==> src/rtl/wb_stage.sv <==
// ============================================================================
// Module      : wb_stage
// Description : Writeback stage of the five-stage CPU. It latches the MEM
//               result, formats load data by byte/halfword lane with sign or
//               zero extension, and drives the register-file write port and
//               the WB forwarding bus. A one-shot "fresh" qualifier makes
//               sure a held entry is written to the register file only once.
//               Optional macro WB_DEBUG_TRACE_EN adds the debug_wb_* trace
//               ports and the pc register.
// Revision    : 1.0 - initial release
// ============================================================================
`default_nettype none

module wb_stage #(
    parameter int WB_TO_ID_WD = 38
) (
    input  logic                   clk,
    input  logic                   resetn,
    input  logic                   stall,
    input  logic                   flush,
    input  logic                   mem_valid,
    input  logic [31:0]            mem_pc,
    input  logic                   mem_wreg,
    input  logic [4:0]             mem_waddr,
    input  logic [31:0]            mem_wdata,
    input  logic [2:0]             mem_load_op,
    input  logic [1:0]             mem_addr_lo,
    output logic                   rf_we,
    output logic [4:0]             rf_waddr,
    output logic [31:0]            rf_wdata,
    output logic [WB_TO_ID_WD-1:0] wb_to_id_bus
`ifdef WB_DEBUG_TRACE_EN
    ,
    output logic [31:0]            debug_wb_pc,
    output logic [3:0]             debug_wb_rf_wen,
    output logic [4:0]             debug_wb_rf_wnum,
    output logic [31:0]            debug_wb_rf_wdata
`endif
);

    localparam logic [2:0] C_OP_LB  = 3'b001;
    localparam logic [2:0] C_OP_LBU = 3'b010;
    localparam logic [2:0] C_OP_LH  = 3'b011;
    localparam logic [2:0] C_OP_LHU = 3'b100;

    logic        r_valid;
    logic        r_fresh;
    logic        r_wreg;
    logic [4:0]  r_waddr;
    logic [31:0] r_data;
    logic [2:0]  r_load_op;
    logic [1:0]  r_addr_lo;

    logic        w_wr_ok;
    logic [7:0]  w_byte;
    logic [15:0] w_half;
    logic [31:0] w_fmt;

    // WB register: flush beats stall; a stalled entry loses its fresh flag
    always_ff @(posedge clk or negedge resetn) begin
        if (!resetn) begin
            r_valid   <= 1'b0;
            r_fresh   <= 1'b0;
            r_wreg    <= 1'b0;
            r_waddr   <= 5'd0;
            r_data    <= 32'd0;
            r_load_op <= 3'd0;
            r_addr_lo <= 2'd0;
        end else if (flush) begin
            r_valid <= 1'b0;
            r_fresh <= 1'b0;
        end else if (!stall) begin
            r_valid   <= mem_valid;
            r_fresh   <= mem_valid;
            r_wreg    <= mem_wreg;
            r_waddr   <= mem_waddr;
            r_data    <= mem_wdata;
            r_load_op <= mem_load_op;
            r_addr_lo <= mem_addr_lo;
        end else begin
            r_fresh <= 1'b0;
        end
    end

`ifdef WB_DEBUG_TRACE_EN
    logic [31:0] r_pc;

    // Trace PC follows the same capture/hold rules as the rest of the entry
    always_ff @(posedge clk or negedge resetn) begin
        if (!resetn) begin
            r_pc <= 32'd0;
        end else if (!flush && !stall) begin
            r_pc <= mem_pc;
        end
    end

    assign debug_wb_pc       = r_pc;
    assign debug_wb_rf_wen   = {4{rf_we}};
    assign debug_wb_rf_wnum  = r_waddr;
    assign debug_wb_rf_wdata = w_fmt;
`else
    // The PC is only needed for tracing; fold it into a sink signal
    logic w_unused_pc;
    assign w_unused_pc = ^mem_pc;
`endif

    // Load formatting: pick the addressed lane, then sign/zero extend
    always_comb begin
        w_byte = 8'd0;
        w_half = 16'd0;
        w_fmt  = r_data;
        case (r_addr_lo)
            2'd0:    w_byte = r_data[7:0];
            2'd1:    w_byte = r_data[15:8];
            2'd2:    w_byte = r_data[23:16];
            default: w_byte = r_data[31:24];
        endcase
        w_half = r_addr_lo[1] ? r_data[31:16] : r_data[15:0];
        case (r_load_op)
            C_OP_LB:  w_fmt = {{24{w_byte[7]}}, w_byte};
            C_OP_LBU: w_fmt = {24'd0, w_byte};
            C_OP_LH:  w_fmt = {{16{w_half[15]}}, w_half};
            C_OP_LHU: w_fmt = {16'd0, w_half};
            default:  w_fmt = r_data;
        endcase
    end

    // GPR 0 is never written nor forwarded
    assign w_wr_ok      = r_valid & r_wreg & (r_waddr != 5'd0);
    assign rf_we        = w_wr_ok & r_fresh;
    assign rf_waddr     = r_waddr;
    assign rf_wdata     = w_fmt;
    assign wb_to_id_bus = {w_wr_ok, r_waddr, w_fmt};

endmodule

`default_nettype wire
==> config.mk <==
export PLATFORM = sky130hd
export DESIGN_NAME = wb_stage
export DESIGN_NICKNAME = d
export VERILOG_FILES = /design/src/rtl/wb_stage.sv
export SDC_FILE = /design/constraint.sdc
export NUM_CORES = 1
export LEC_CHECK = 0
export CAP_MARGIN = 20
export CORE_MARGIN = 10
export CORE_UTILIZATION = 42
export DETAILED_ROUTE_END_ITERATION = 7
export PLACE_DENSITY_LB_ADDON = 0.12
export SLEW_MARGIN = 5
export SYNTH_ARGS = -nofsm -noshare
export SYNTH_HDL_FRONTEND = slang
export SYNTH_SLANG_ARGS = --single-unit
==> constraint.sdc <==
create_clock -name clk -period 4.1 [get_ports clk]
set_clock_uncertainty 0.1 [all_clocks]
set_input_delay 0.82 -clock clk [delete_from_list [all_inputs] [get_ports clk]]
set_output_delay 0.82 -clock clk [all_outputs]
set_load 0.05 [all_outputs]
# [Word-level counts from Yosys, hierarchy flattened]
# Index checks and enable logic that the tools add are counted.
[totals] ramBits=0 elab_cells=29 latchBits=0 in_bits=80 reg_bits=45 memories=0 mem_bits_ro=0 out_inout_bits=76
[op_classes] add_sub_neg=0 order_cmp=0 bitwise_logic=5 muxes=7 shift=0 div_mod_pow=0 n_reduce_logical=3 n_mul=0 n_eq_ne=7
[op_table] cell="32-bit case mux with 4 select lines" n=1
[op_table] cell="8-bit case mux with 3 select lines" n=1
[op_table] cell="16-bit 2-to-1 mux" n=1
[op_table] cell="3-bit by 2-bit equality test with 1-bit output, second input constant" n=2
[op_table] cell="5-bit nonzero test" n=1
[op_table] cell="1-bit 2-to-1 mux" n=4
[op_table] cell="1-bit AND" n=3
[op_table] cell="3-bit by 1-bit equality test with 1-bit output, second input constant" n=1
[op_table] cell="3-bit equality test, second input constant" n=1
[op_table] cell="2-bit by 1-bit equality test with 1-bit output, second input constant" n=1
[op_table] cell="2-bit equality test, second input constant" n=1
[op_table] cell="2-bit logical NOT" n=1
[op_table] cell="2-bit by 1-bit != test with 1-bit output, second input constant" n=1
[op_table] cell="1-bit NOT" n=2
[op_table] cell="2-bit AND reduction" n=1

# [Depth between registers and ports, before layout]
[depth] depth_word=3 depth_mapped=8 mapped_depth_nobuf=4

# [Worst setup path after synthesis]
# No wires, ideal clock.
[synth_timing] path_type="register -> output" start="register r_addr_lo[1]" end="output port wb_to_id_bus[10]" slack_ps=1145 path_stages_with_launch=8 n_path_buf=4 arrival_time_ps=2035 required_ps=3180 path_cell_list="dfrtp_1 > buf_6 > buf_6 > and3_1 > clkbuf_2 > a21oi_2 > a221o_1 > buf_4"
[synth_via] elab_chain_len=3 elab_cells_between_ends=6 cone_classes="2 x eq/ne; 3 x mux; 1 x reduce/logical"
[synth_lines] item="start, declared" line_no="52" source="logic [1:0] r_addr_lo;"
[synth_lines] item="start signal, assigned" line_no="79" source="r_addr_lo <= mem_addr_lo;"
[synth_lines] item="2-bit equality test (tied with other cells)" line_no="112" source="case (r_addr_lo)"
[synth_lines] item="8-bit case mux with 3 select lines" line_no="112"
[synth_lines] item="32-bit case mux with 4 select lines (*)" line_no="119" source="case (r_load_op)"
[synth_lines] item="end, declared" line_no="31" source="output logic [WB_TO_ID_WD-1:0] wb_to_id_bus"
# Mark *: on every way between the ends. The rest lies on a longest branch, timed or not.

# [Final worst setup path]
[layout_timing] start="register r_load_op[2]" end="output port wb_to_id_bus[12]"
[layout_via] elab_chain_len=2 elab_cells_between_ends=5 cone_classes="4 x eq/ne; 1 x mux"
[layout_lines] item="start, declared" line_no="51" source="logic [2:0] r_load_op;"
[layout_lines] item="start signal, assigned" line_no="78" source="r_load_op <= mem_load_op;"
[layout_lines] item="3-bit equality test (tied with other cells)" line_no="119"
[layout_lines] item="32-bit case mux with 4 select lines (*)" line_no="119"
# Marks and branches as above.

==> flow_summary.json <==
{
  "cellLeakagePower_nw": 1.66,
  "cp-start-kind": "flop",
  "drc_errors": 0,
  "drive_gt1_frac": 0.216,
  "dr.pass1.iters": 4,
  "clk_pin_slew_ps": 100,
  "viasPerCell": 5.50,
  "cts_tree": "built",
  "h-tree-depth": 2,
  "syn_nets": 326,
  "min_period_over_period": 0.926,
  "critical_path_class": "flop to output pin",
  "async_flop_share": 1.00,
  "antenna_found_initial": 0,
  "track_usage": 0.152,
  "synth_area_leader_cell": "dfrtp_1",
  "fin_util": 0.617,
  "ys_warn_count": 0,
  "drv_slew": 0,
  "worstReg2RegEnd": "r_load_op[2]",
  "grt_max_degree": 48,
  "seqCellArea_um2": 1130,
  "grt_pass1_wl_um": 12500,
  "synth-edff-count": 0,
  "endpoint_kind": "output pin",
  "p_per_area_nw_per_um2": 657,
  "std_cell_rows": 29,
  "rsz0062_at_grt": "false",
  "min_path_type": "input pin to async pin",
  "crit_fanout": 17,
  "port_buffers": 123,
  "final_nets": 407,
  "grt_overflow": 0,
  "routedWlPerCell_um": 20.0,
  "drtIter0Drc": 148,
  "syn_area_um2": 2820,
  "final_antenna_net_count": 0,
  "final-setup-viol-count": 0,
  "finalHoldViolations": 0,
  "cts_buffer_depth": 2,
  "gp_congestion": 0.825,
  "die_y_um": 102,
  "dominantRegCellSynth": "dfrtp_1",
  "num_vias": 2229,
  "synth_cell_types": 33,
  "peakVddDrop_uv": 411,
  "tightest_slew_ps": 732,
  "synth_cells": 246,
  "avgSynthCellArea_um2": 11.4,
  "clock_latency_ps": 310,
  "total_power_mw": 2.60,
  "yosys-top-cells-area": "dfrtp_1, mux2_2, buf_4",
  "r2r-start": "r_load_op[2]",
  "dp_hpwl_um": 5950,
  "grt_pass1_vias": 2327,
  "worstRegToRegCells": 3,
  "initial_core_util": 0.439,
  "finalCriticalPeriod_ps": 3800,
  "yosysSeqAreaShare": 0.400,
  "tns_ps": 0,
  "max_freq_ghz": 0.263,
  "cp.required_ps": 3180,
  "numCtsBuffers": 5,
  "fp.dieArea_um2": 10400,
  "wl_um": 8120,
  "arrival_ps": 2880,
  "status": "complete, no violations",
  "slew_headroom": 0.507,
  "clock-root-buffer": "clkbuf_8",
  "clock-sinks": 45,
  "die_w_um": 102,
  "yosysTopAreaCellShare": 0.400,
  "drv_cap": 0,
  "ff2ff_setup_slack_ps": 2800,
  "multi_input_area_um2": 1320,
  "cts_hold_buf": 0,
  "coreArea_um2": 6420,
  "synthToLayoutAreaGrowth_pct": 40.7,
  "io_pins": 156,
  "diodes": 0,
  "synth_seq_cells": 45,
  "cts_setup_buffers": 0,
  "cts_resized": 0,
  "n_fill_cell": 547
}
## placed cells by master, fill, tap and decap left out, types with 6 or more instances in the layout
cell,instances
clkdlybuf4s50_1,122
dfrtp_1,44
mux2_2,40
a21o_1,16
a221o_1,14
o21ai_0,11
nand2_1,11
mux4_2,8
nand3_1,7
buf_4,6
## where the power goes
part	switching (mW)	total (mW)	internal, mW
clock network	0.167	0.354	0.186
registers	0.0750	0.582	0.507
logic	1.08	1.67	0.591
## cell families after synthesis
| logic type | Yosys count | synth area share |
|---|---|---|
| AOI/OAI and AO/OA | 56 | 0.157 |
| xor gates and xnor gates | 2 | 0.00622 |
| buffers and inverters | 59 | 0.143 |
| muxes | 50 | 0.231 |
| DFF | 45 | 0.400 |
| and+or+nand+nor | 34 | 0.0626 |
## worst max path at each step
stage | startpoint | endpoint | depth (start not counted)
after floorplan | r_addr_lo[1] | wb_to_id_bus[10] | 7
after global placement | r_addr_lo[1] | wb_to_id_bus[17] | 4
after detailed placement | r_addr_lo[1] | wb_to_id_bus[25] | 4
after CTS | r_addr_lo[1] | wb_to_id_bus[25] | 4
after global routing | r_load_op[2] | rf_wdata[10] | 6
final | r_load_op[2] | wb_to_id_bus[12] | 6
## cell usage after synthesis (all sizes together) (5+ instances only)
library cell	count
a21o	16
nand2	11
dfrtp	45
nand3	7
a221o	14
o21ai	11
buf	48
mux4	8
clkbuf	8
mux2	40
a22o	5
## cell type report
class	instances	share of cell area
Multi-Input combinational cell	142	0.333
Tap cell	77	0.0243
Clock buffer	5	0.0174
Timing Repair Buffer	130	0.326
Clock inverter	3	0.0120
Sequential cell	45	0.284
Inverter	3	0.00284
## metal layers
metal | GRT usage | wire (um) | up-vias
met5 | 0 | 0 | -
met4 | 0.0282 | 36 | 0
met3 | 0.0675 | 846 | 4
met2 | 0.248 | 3900 | 88
met1 | 0.183 | 3340 | 1108
li1 | - | - | 1029
## sequential cells by signal (all words and copies together) (netlist names)
name,count
r_fresh,1
r_addr_lo,2
r_data,32
r_load_op,3
rf_waddr,5
r_valid,1
r_wreg,1
## critical path: stages (launching register included)
cell and delay, ps:
dfrtp_1 370, buf_4 190, inv_1 360, nand3_1 200, a21oi_4 370, a221o_1 250
clkdlybuf4s50_1 820
## metrics by stage
step	instance area, um2	hold WS (ps)	instances	setup WS, ps
after CTS	3920	444	404	48.9
final	3960	356	405	302
after global placement	3810	396	396	424
after global routing	3960	372	405	92.6
after floorplan	2820	381	246	1140
after detailed placement	3810	422	396	403
Power figures use the tool's default switching activity.
